`config.mk`:
```
export PLATFORM = sky130hd
export DESIGN_NAME = bit_serializer_tx
export DESIGN_NICKNAME = d
export VERILOG_FILES = /design/src/rtl/bit_serial_pkg.sv /design/src/rtl/prbs7_lfsr.sv /design/src/rtl/bit_serializer_tx.sv
export SDC_FILE = /design/constraint.sdc
export NUM_CORES = 1
export LEC_CHECK = 0
export CORE_MARGIN = 2
export CORE_UTILIZATION = 43
export DETAILED_ROUTE_END_ITERATION = 10
export PLACE_DENSITY = 0.72
export SYNTH_ARGS = -nofsm -noshare
export SYNTH_HDL_FRONTEND = slang
export SYNTH_SLANG_ARGS = --single-unit
```
`constraint.sdc`:
```
create_clock -name clk -period 1.3 [get_ports clk]
set_input_delay 0.13 -clock clk [delete_from_list [all_inputs] [get_ports clk]]
set_output_delay 0.13 -clock clk [all_outputs]
set_load 0.1 [all_outputs]
```
`src/rtl/bit_serial_pkg.sv`:
```
// Shared encodings and PRBS7 constants for the bit-serial link.
// Imported by the transmitter, its LFSR and receive-side blocks.
package bit_serial_pkg;

    typedef enum logic {
        ST_IDLE  = 1'b0,
        ST_SHIFT = 1'b1
    } state_e;

    localparam logic [6:0] PRBS7_SEED   = 7'h7F;
    localparam int         PRBS7_TAP_HI = 6;
    localparam int         PRBS7_TAP_LO = 5;

    // Fibonacci step for x^7 + x^6 + 1; output bit is s[6].
    function automatic logic [6:0] prbs7_next(input logic [6:0] s);
        return {s[5:0], s[PRBS7_TAP_HI] ^ s[PRBS7_TAP_LO]};
    endfunction

endpackage

```
`src/rtl/prbs7_lfsr.sv`:
```
// 7-bit Fibonacci PRBS7 generator with advance enable.
// Shared by the transmitter idle filler and the receive-side checker.
module prbs7_lfsr
    import bit_serial_pkg::*;
(
    input  logic clk,
    input  logic rst,
    input  logic advance,
    output logic bit_out
);

    logic [6:0] lfsr_q;
    logic [6:0] lfsr_d;

    always_comb begin
        lfsr_d = lfsr_q;
        if (advance) begin
            lfsr_d = prbs7_next(lfsr_q);
        end
    end

    always_ff @(posedge clk or posedge rst) begin
        if (rst) begin
            lfsr_q <= PRBS7_SEED;
        end else begin
            lfsr_q <= lfsr_d;
        end
    end

    assign bit_out = lfsr_q[6];

endmodule

```
`src/rtl/bit_serializer_tx.sv`:
```
// Parallel-to-serial transmitter with valid/ready input and gapless frames.
// Define PRBS_IDLE_EN to fill idle time with PRBS7 instead of IDLE_LEVEL.
module bit_serializer_tx
    import bit_serial_pkg::*;
#(
    parameter int   WIDTH      = 8,
    parameter bit   MSB_FIRST  = 1'b1,
    parameter logic IDLE_LEVEL = 1'b0
) (
    input  logic             clk,
    input  logic             rst,
    input  logic [WIDTH-1:0] data_in,
    input  logic             valid_in,
    output logic             ready_out,
    output logic             w_out,
    output logic             busy,
    output logic             frame_start
);

    localparam int            CW       = $clog2(WIDTH);
    localparam logic [CW-1:0] CNT_LAST = CW'(WIDTH - 1);

    state_e           state_q;
    state_e           state_d;
    logic [WIDTH-1:0] shift_q;
    logic [WIDTH-1:0] shift_d;
    logic [CW-1:0]    cnt_q;
    logic [CW-1:0]    cnt_d;
    logic             fs_q;
    logic             fs_d;
    logic             accept;
    logic             head_bit;
    logic             idle_bit;

    always_ff @(posedge clk or posedge rst) begin
        if (rst) begin
            state_q <= ST_IDLE;
            shift_q <= '0;
            cnt_q   <= '0;
            fs_q    <= 1'b0;
        end else begin
            state_q <= state_d;
            shift_q <= shift_d;
            cnt_q   <= cnt_d;
            fs_q    <= fs_d;
        end
    end

    assign accept   = valid_in && ready_out;
    assign head_bit = MSB_FIRST ? shift_q[WIDTH-1] : shift_q[0];

    always_comb begin
        state_d = state_q;
        shift_d = shift_q;
        cnt_d   = cnt_q;
        fs_d    = accept;
        unique case (state_q)
            ST_IDLE: begin
                if (accept) begin
                    state_d = ST_SHIFT;
                    shift_d = data_in;
                    cnt_d   = CNT_LAST;
                end
            end
            ST_SHIFT: begin
                if (cnt_q == '0) begin
                    // Reload on the last bit keeps frames back-to-back.
                    if (accept) begin
                        shift_d = data_in;
                        cnt_d   = CNT_LAST;
                    end else begin
                        state_d = ST_IDLE;
                        shift_d = '0;
                    end
                end else begin
                    cnt_d   = cnt_q - 1'b1;
                    shift_d = MSB_FIRST ? (shift_q << 1) : (shift_q >> 1);
                end
            end
        endcase
    end

    always_comb begin
        ready_out   = (state_q == ST_IDLE) || (cnt_q == '0);
        busy        = (state_q == ST_SHIFT);
        w_out       = busy ? head_bit : idle_bit;
        frame_start = fs_q;
    end

`ifdef PRBS_IDLE_EN
    prbs7_lfsr u_prbs (
        .clk     (clk),
        .rst     (rst),
        .advance (state_q == ST_IDLE),
        .bit_out (idle_bit)
    );
`else
    assign idle_bit = IDLE_LEVEL;
`endif

endmodule
```
After elaboration in Yosys (flattened, before gate mapping):

Cells that the tools add are included.

* logic and storage cells: 21
* register bits: 13
* output and inout bits: 4
* input bits: 11

* mux-type cells: 11
* equality and inequality tests: 1
* bitwise logic cells: 1
* reductions and logical operators: 3
* add/subtract/negate cells: 1

Operator list (number)
* $mux 8: 3
* $pmux 8 s2: 1
* $mux 3: 2
* $pmux 3 s2: 1
* $logic_not 3->1: 1
* $mux 1: 3
* $sub 3x1->3 const B: 1
* $ne 2x2->1 const B: 1
* $pmux 1 s2: 1
* $logic_and 1x1->1: 1
* $logic_or 1x1->1: 1
* $not 1->1: 1

Logic depth before layout (Yosys ltp):

Gate-level depths: netlist (run 1).

* depth in word-level cells: 6
* mapped depth: 6
* mapped depth without buffers: 5

Worst setup path before layout (run 1):

Ideal clock, no wire load.

* kind: flip-flop to output port
* start point: register state_q, in the netlist busy
* end point: output w_out
* required time: 1.170 ns
* path slack: -0.874 ns
* arrival: 2.044 ns
* stages on the path, launching flop included: 3
* path through: dfrtp_1 -> clkbuf_1 -> and2_1

* longest elaborated chain between the ends: 1

Ends and longest elaborated chain
* from (decl): line bit_serializer_tx.sv:23 `state_e state_q;`
* from (signal assigned): line bit_serializer_tx.sv:42 `state_q <= state_d;`
* $mux 1: line bit_serializer_tx.sv:86 `w_out = busy ? head_bit : idle_bit;`
* to (decl): line bit_serializer_tx.sv:15 `output logic w_out,`

No other way between the ends.

Worst setup path after layout (run 1):

* start point: register cnt_q[1]
* end point: output ready_out

* longest elaborated chain between the ends: 2

Ends and longest elaborated chain
* from (decl): line bit_serializer_tx.sv:27 `logic [CW-1:0] cnt_q;`
* from (signal assigned): line bit_serializer_tx.sv:44 `cnt_q <= cnt_d;`
* $logic_not 3->1: line bit_serializer_tx.sv:84 `ready_out = (state_q == ST_IDLE) || (cnt_q == '0);`
* $logic_or 1x1->1: line bit_serializer_tx.sv:84
* to (decl): line bit_serializer_tx.sv:14 `output logic ready_out,`

No other way between the ends.

==> results of run 1 <==
[final timing paths]
check                           slack (ns)  cells past startpoint           to       start
worst min register to register        0.51                      1   shift_q[7]  shift_q[6]
worst min-delay path                  0.15                      3  frame_start         rst
worst max register to register       -0.17                      5   shift_q[6]    cnt_q[1]
max in group asynchronous             0.97                      3         busy         rst
min in group clk                      0.43                      3   shift_q[0]  data_in[0]
worst max-delay path                 -0.22                      6    ready_out    cnt_q[1]
[worst register-to-register path: stages (launching register included)]
cell and delay, ns:
dfrtp_1 0.37, inv_2 0.06, ha_4 0.16, buf_4 0.13, and3b_2 0.27, a221o_1 0.37
[power breakdown]
group / leakage (nW) / internal, mW / switching, mW / total, mW
combinational: 0.367 / 0.803 / 0.734 / 1.54
sequential: 0.165 / 0.557 / 0.0944 / 0.652
clock: 0.0150 / 0.118 / 0.122 / 0.240
total: 0.547 / 1.48 / 0.950 / 2.43
[layout make-up]
type,count,area (um^2)
repair buffers,33,370.4
inverters,5,22.52
clock buffers,4,26.28
multi-input cells,40,331.6
well taps,16,20.02
flip-flops and latches,13,329.1
fillers,103,406.6
[synthesized netlist by cell type (all sizes together)]
library cell / instances
mux2i: 10
buf: 4
nand2: 1
and2: 1
clkbuf: 1
nor2b: 2
and3b: 1
dfrtp: 13
ha: 2
or2: 1
o21ai: 1
nor3: 2
a21boi: 1
a221o: 7
a21oi: 1
nor2: 9
a21o: 1
inv: 5
[registers in the layout, summed over array words and instances, names as in the netlist]
name,flops
cnt_q,3
frame_start,1
shift_q,8
busy,1
[kinds of logic (layout without fill, tap and decap cells)]
group                      after synthesis  count (layout)  share of synthesized area
DFF                                     13              13                     0.4727
buffers and inverters                   10              42                    0.08908
AOI/OAI and AO/OA                       11              11                     0.1382
and+or+nand+nor                         17              17                     0.1182
adders and majority gates                2               2                    0.03636
muxes                                   10              10                     0.1455
[what timing repair did]
action                     4_1_cts  5_1_grt
gates cloned                     0        0
gates resized for setup          6        6
pin swaps                        9        1
setup endpoints to repair        9       13
setup buffers                    5        2
[routing by layer]
metal | part of all wire | track usage | up-vias
li1 | - | - | 283
met1 | 0.48 | 0.2187 | 269
met3 | 0.058 | 0.04167 | 2
met2 | 0.45 | 0.2618 | 22
met4 | 0.0077 | 0.06667 | 0
met5 | 0 | 0 | -
==> results.py, run 1 <==
metrics = {
    "floorplan": {
        "die-area_um2": 1936,
        "start_util": 0.4568,
        "die_y_um": 44.01,
        "die_w_um": 44.01,
        "placementRows": 14,
        "io_pins": 15,
        "coreArea_um2": 1506,
    },
    "routing": {
        "drt.antenna.violating_nets": 0,
        "drt_iter0_drc": 17,
        "finalWirelength_um": 1425,
        "vias": 576,
        "drc": 0,
        "routedWlPerCell_um": 12.84,
        "viasPerCell": 5.189,
        "firstDrtPassIters": 4,
    },
    "clock_network": {
        "insertion_delay_ns": 0.26,
        "clock_path_buffers": 2,
        "clkSinkCount": 13,
        "hold_buffers": 0,
        "cts_made_buffers": 3,
        "cts_tree": "built",
        "cts_root_buf": "clkbuf_4",
        "htreeDepth": 1,
        "path_clk_slew_ns": 0.08,
    },
    "critical_path": {
        "path_delay_family": "buffers and inverters",
        "cp.arrival_ns": 1.39,
        "cp-end-kind": "output pin",
        "crit_path_max_incr_delay_ns": 0.37,
        "critPathKind": "register to output pin",
        "path_cells": "inv_2 -> ha_4 -> a21boi_4 -> buf_12 -> clkinvlp_4 -> buf_12",
        "startpoint_type": "register",
        "cp_max_fo": 2,
        "worst_ep_required_time_ns": 1.17,
        "cpMostUsedCell": "buf_12",
        "slowest_stage": "dfrtp_1",
        "path_buf_inv": 4,
    },
    "timing": {
        "rsz0062_at_grt": "yes",
        "max_freq_mhz": 656.9,
        "max_slew_margin": 0.8772,
        "hold_viol_final": 0,
        "setup_tns_ns": -1.430,
        "worst_slack_ns": -0.2224,
        "skew_ns": 0.001498,
        "slew_violations": 0,
        "finalCriticalPeriod_ns": 1.522,
        "fin_crit_sh": 1.171,
        "setup_viol": 13,
        "whs_ns": 0.1476,
        "worst_pin_slew_ns": 0.1828,
    },
    "cells_and_area": {
        "layout-drive-gt1-share": 0.3684,
        "syn_to_final_growth_pct": 59.82,
        "finalNonFillerCells": 111,
        "nets": 109,
        "layout_common_cells": "dfrtp_1, buf_4, mux2i_1, clkdlybuf4s50_1, nor2_1",
        "n_antenna_cell": 0,
        "post-route-util": 0.7301,
        "design_area_um2": 1100,
    },
    "synth": {
        "synthesis.area_um2": 688.2,
        "yosysWarnings": 0,
        "syn_avg_cell_area_um2": 10.92,
        "ys_top_cells_by_area": "dfrtp_1, mux2i_1, a221o_1, nor2_1, buf_6",
        "synth_seq_area_share": 0.4727,
        "syn_inst": 63,
        "synth_top_area_share": 0.4727,
        "yosysTopAreaCell": "dfrtp_1",
        "synth_seq_cells": 13,
        "synth_cell_type_count": 19,
        "synth.net_count": 76,
    },
    "placement": {
        "post-dp-hpwl_um": 943.5,
        "pre_cts_ws_ns": -0.1287,
        "dp.cells": 100,
        "io_buffers": 14,
        "gpl.final_weighted_congestion": 0.7190,
        "place_area_um2": 972.2,
    },
    "grt": {
        "grt_overflow": 0,
        "antenna_found_initial": 0,
        "grt_max_degree": 14,
        "grt_pass1_vias": 557,
        "grt_pass1_wl_um": 2346,
        "grt_usage": 0.1662,
    },
    "pwr": {
        "power_density_nw_per_um2": 2209,
        "p_total_mw": 2.429,
        "peakVddDrop_uv": 1813,
        "leakagePower_nw": 0.5468,
    },
    "outcome": {
        "status": "complete, but fails checks",
        "violations": "setup timing",
    },
    "min_path": {
        "min_path_type": "primary input to async pin",
    },
    "job": {
        "max_cap_viol_count": 0,
    },
}
Note: power is estimated with default switching activity, not from simulation.
==> run 2: changes to the inputs <==
--- a/constraint.sdc
+++ b/constraint.sdc
@@ -3,2 +3,2 @@
 set_output_delay 0.13 -clock clk [all_outputs]
-set_load 0.1 [all_outputs]
+set_load 0.005 [all_outputs]
==> run 2 against run 1 <==
Sequential share of layout area rose by 2.3 points. Register-to-register slack improved by 0.07 ns. The run still ends with setup timing left. Clock-buffer cell count did not move. Worst setup slack improved by 0.12 ns. Sequential power barely moved. Global-route usage rose by 1.3 points. Maximum frequency rose by 8.5%. Cell count fell by 1.8%.
==> results.py, run 2 (synthesis results as in run 1) <==
metrics = {
    "pwr": {
        "peakVddDrop_uv": 897.8,
        "power_density_nw_per_um2": 1862,
        "p_total_mw": 1.878,
        "leakagePower_nw": 0.5116,
    },
    "timing": {
        "fin_crit_sh": 1.079,
        "hold_viol_final": 0,
        "whs_ns": 0.1344,
        "skew_ns": 0.004227,
        "max_slew_margin": 0.8715,
        "worst_slack_ns": -0.1033,
        "setup_viol": 8,
        "worst_pin_slew_ns": 0.1927,
        "rsz0062_at_grt": "yes",
        "finalCriticalPeriod_ns": 1.403,
        "max_freq_mhz": 712.6,
        "slew_violations": 0,
    },
    "grt": {
        "grt_pass1_vias": 559,
        "grt_max_degree": 14,
        "antenna_found_initial": 0,
        "grt_overflow": 0,
        "grt_usage": 0.1790,
        "grt_pass1_wl_um": 2504,
    },
    "clock_network": {
        "clock_path_buffers": 2,
        "insertion_delay_ns": 0.27,
        "clkSinkCount": 13,
        "path_clk_slew_ns": 0.08,
        "cts_tree": "built",
        "htreeDepth": 1,
        "cts_made_buffers": 3,
        "cts_root_buf": "clkbuf_4",
    },
    "floorplan": {
        "die-area_um2": 1936,
        "die_w_um": 44.01,
        "placementRows": 14,
        "io_pins": 15,
        "start_util": 0.4568,
        "coreArea_um2": 1506,
        "die_y_um": 44.01,
    },
    "outcome": {
        "violations": "setup timing",
        "status": "complete, but fails checks",
    },
    "cells_and_area": {
        "top_register": "shift_q",
        "syn_to_final_growth_pct": 46.55,
        "largestRegisters": "shift_q x8, cnt_q x3",
        "largest_reg_flops": 8,
        "n_antenna_cell": 0,
        "layout-drive-gt1-share": 0.3118,
        "nets": 107,
        "layout_common_cells": "buf_4, dfrtp_1, clkdlybuf4s50_1, mux2i_1, nor2_1",
        "final_common_cell": "buf_4",
    },
    "placement": {
        "gpl.final_weighted_congestion": 0.7179,
        "io_buffers": 14,
        "post-dp-hpwl_um": 1025,
        "pre_cts_ws_ns": -0.1609,
    },
    "routing": {
        "firstDrtPassIters": 4,
        "finalWirelength_um": 1459,
        "drt.antenna.violating_nets": 0,
        "vias": 587,
        "routedWlPerCell_um": 13.39,
        "viasPerCell": 5.385,
        "drt_iter0_drc": 9,
        "drc": 0,
    },
    "critical_path": {
        "cp_max_fo": 8,
        "worst_ep_required_time_ns": 1.46,
        "startpoint_type": "register",
        "critPathKind": "register to register",
        "cp.arrival_ns": 1.56,
        "cp-end-kind": "register",
    },
    "min_path": {
        "min_path_type": "primary input to async pin",
    },
    "job": {
        "max_cap_viol_count": 0,
    },
}
## run 2: metrics by stage
stage	cell area, um^2	setup TNS [ns]	utilization	instances
2_1_floorplan	690.7	-0.03129	-	63
3_3_place_gp	903.4	-1.124	0.5997	99
3_5_place_dp	903.4	-1.335	0.5997	99
4_1_cts	996.0	-0.7791	0.6611	108
5_1_grt	1008	-1.238	0.6694	109
6_report	1008	-0.7132	0.6694	109
## run 2: final cells by class
cell class / instances / area, um^2
clock buffers: 4 / 26.28
inverters: 5 / 18.77
repair buffers: 31 / 281.5
well taps: 16 / 20.02
flip-flops and latches: 13 / 325.3
fillers: 117 / 498.0
multi-input cells: 40 / 336.6
## run 2: worst max-delay path, cell delays in order (launching register included)
cell	delay, ns
dfrtp_1	0.37
inv_2	0.06
ha_4	0.17
buf_6	0.11
and3b_2	0.25
a221o_1	0.33
## run 2: worst paths after layout
kind / start / to / slack, ns / depth (start not counted)
min in group clk: data_in[0] / shift_q[0] / 0.46 / 3
max reg2reg: cnt_q[1] / shift_q[1] / -0.10 / 5
max in group asynchronous: rst / frame_start / 1.00 / 3
min: rst / shift_q[4] / 0.13 / 3
min reg2reg: shift_q[5] / shift_q[6] / 0.52 / 1
max: cnt_q[1] / shift_q[1] / -0.10 / 5
## run 2: report_power, final
part / switching, mW / internal, mW / leakage [nW] / total, mW
registers: 0.101 / 0.553 / 0.164 / 0.654
clock network: 0.129 / 0.119 / 0.0150 / 0.248
logic: 0.383 / 0.593 / 0.332 / 0.977
total: 0.613 / 1.27 / 0.512 / 1.88
## run 2: timing repair
| action | 4_1_cts | 5_1_grt |
|---|---|---|
| endpoints found under the setup margin | 13 | 11 |
| pin swaps | 9 | 0 |
| cloned | 0 | 0 |
| resized for setup | 13 | 3 |
| hold endpoints to repair | 0 | 0 |
| buffers inserted | 5 | 1 |
| hold buffers | 0 | 0 |
## run 2: per-layer routing
layer / vias up / track usage / part of all wire
li1: 281 / - / -
met1: 287 / 0.2356 / 0.45
met2: 17 / 0.2853 / 0.50
met3: 2 / 0.02500 / 0.042
met4: 0 / 0.09091 / 0.013
met5: - / 0 / 0
==> run 3: changes to the inputs <==
CORE_MARGIN = unset   (was 2)
HOLD_SLACK_MARGIN = 0.06   (was unset)
==> run 3 against run 2 <==
Clock-buffer cell count unchanged. Hold slack gained 0.036 ns. The flow still finishes with violations (setup timing). Combinational power decreased by 6.7%. Sequential power is 1% lower.
==> results.py, run 3 (synthesis results as in run 1) <==
metrics = {
    "clock_network": {
        "clock_path_buffers": 2,
        "htreeDepth": 1,
        "cts_made_buffers": 3,
        "clkSinkCount": 13,
        "insertion_delay_ns": 0.27,
        "cts_tree": "built",
        "cts_root_buf": "clkbuf_4",
        "path_clk_slew_ns": 0.08,
        "hold_buffers": 0,
    },
    "critical_path": {
        "cp.arrival_ns": 1.57,
        "path_cells": "inv_2 -> ha_4 -> buf_6 -> and3b_2 -> a221o_1",
        "cp-startpoint": "cnt_q[0]",
        "critPathKind": "register to register",
        "crit_path_max_incr_delay_ns": 0.37,
        "r2r_start": "cnt_q[0]",
        "cp_max_fo": 8,
        "cp-end-kind": "register",
        "startpoint_type": "register",
        "slowest_stage": "dfrtp_1",
        "worst_ep_required_time_ns": 1.46,
    },
    "routing": {
        "drc": 0,
        "firstDrtPassIters": 4,
        "vias": 565,
        "drt.antenna.violating_nets": 0,
        "routedWlPerCell_um": 12.90,
        "drt_iter0_drc": 13,
        "viasPerCell": 5.280,
        "finalWirelength_um": 1380,
    },
    "pwr": {
        "comb_power_share": 0.504,
        "intPower_mw": 1.221,
        "power_density_nw_per_um2": 1847,
        "clkPwrFrac": 0.138,
        "switching_share": 0.3251,
        "leakagePower_nw": 0.4940,
        "p_sw_mw": 0.5883,
        "p_total_mw": 1.809,
        "p_seq_frac": 0.357,
        "peakVddDrop_uv": 910.0,
    },
    "placement": {
        "io_buffers": 14,
        "gpl.final_weighted_congestion": 0.7691,
        "dp.cells": 98,
        "pre_cts_ws_ns": -0.1621,
        "place_area_um2": 895.9,
    },
    "cells_and_area": {
        "syn_to_final_growth_pct": 42.36,
        "top_register": "shift_q",
        "largestRegisters": "shift_q x8, cnt_q x3",
        "design_area_um2": 979.7,
        "n_antenna_cell": 0,
        "layout_common_cells": "dfrtp_1, clkdlybuf4s50_1, buf_4, mux2i_1, nor2_1",
        "final_common_cell": "dfrtp_1",
        "layout-drive-gt1-share": 0.2967,
        "finalNonFillerCells": 107,
        "largest_reg_flops": 8,
        "nFillCells": 128,
        "nets": 105,
    },
    "floorplan": {
        "coreArea_um2": 1506,
        "start_util": 0.4568,
        "placementRows": 14,
        "io_pins": 15,
        "die_w_um": 42.01,
        "die-area_um2": 1764,
        "die_y_um": 42.01,
    },
    "grt": {
        "grt_overflow": 0,
        "antenna_found_initial": 0,
        "grt_pass1_wl_um": 2484,
        "grt_max_degree": 14,
        "grt_usage": 0.1899,
        "grt_pass1_vias": 555,
    },
    "outcome": {
        "status": "complete, but fails checks",
        "violations": "setup timing",
    },
    "timing": {
        "setup_viol": 8,
        "max_slew_margin": 0.6670,
        "rsz0062_at_grt": "yes",
        "finalCriticalPeriod_ns": 1.413,
        "hold_viol_final": 0,
        "fin_crit_sh": 1.087,
        "skew_ns": 0.003513,
        "max_freq_mhz": 707.6,
        "worst_slack_ns": -0.1131,
        "setup_tns_ns": -0.7131,
        "worst_pin_slew_ns": 0.4989,
        "slew_violations": 0,
    },
    "job": {
        "max_cap_viol_count": 0,
    },
    "min_path": {
        "min_path_type": "primary input to async pin",
    },
}
[run 3: changes by cell type in the layout (fill, tap and decap cells not counted), sizes merged]
cell	before	now
clkdlybuf4s15	1	0
buf	17	16
[run 3: routing by layer]
| layer | GRT usage | share of wire |
|---|---|---|
| met5 | 0 | 0 |
| met4 | 0.07742 | 0 |
| met3 | 0.06466 | 0.043 |
| met2 | 0.2813 | 0.50 |
| met1 | 0.2550 | 0.45 |
[run 3: worst paths after layout]
path                               to  slack, ns  cells after the start
max                        shift_q[7]      -0.11                      5
min                          cnt_q[0]       0.17                      2
max reg2reg                shift_q[7]      -0.11                      5
min reg2reg                shift_q[7]       0.51                      1
max in group asynchronous  shift_q[7]       0.79                      2
min in group clk           shift_q[0]       0.46                      3
[run 3: metrics by stage]
step	hold WS, ns	util
global placement	0.4781	0.5947
global route	0.1896	0.6503
floorplan	0.006959	-
CTS	0.1828	0.6379
finish	0.1703	0.6503
detailed placement	0.4923	0.5947
[run 3: what timing repair did]
| item | CTS | global route |
|---|---|---|
| setup buffers | 3 | 2 |
| setup endpoints to repair | 12 | 14 |
| gates resized for setup | 13 | 4 |
| pin swaps | 9 | 2 |
[run 3: worst max-delay path, delay by kind of cell (launching register included)]
| kind | cells | cell delay, ns |
|---|---|---|
| compound gates | 1 | 0.35 |
| simple gates | 1 | 0.25 |
| flops | 1 | 0.37 |
| buf+inv | 2 | 0.17 |
| fa+ha+maj | 1 | 0.16 |
[run 3: power groups by stage]
stage	sequential, mW	clock, mW	combinational [mW]
global placement	0.638	0	0.741
finish	0.647	0.250	0.912
detailed placement	0.643	0	0.758
floorplan	0.627	0	0.443
CTS	0.641	0.262	0.845
global route	0.667	0.287	0.996
[run 3: cell type report]
| class | instances | area [um^2] | area share |
|---|---|---|---|
| flip-flops and latches | 13 | 325.3 | 0.3321 |
| clock buffers | 4 | 26.28 | 0.02682 |
| multi-input cells | 40 | 324.1 | 0.3308 |
| well taps | 16 | 20.02 | 0.02043 |
| inverters | 5 | 18.77 | 0.01916 |
| repair buffers | 29 | 265.3 | 0.2708 |
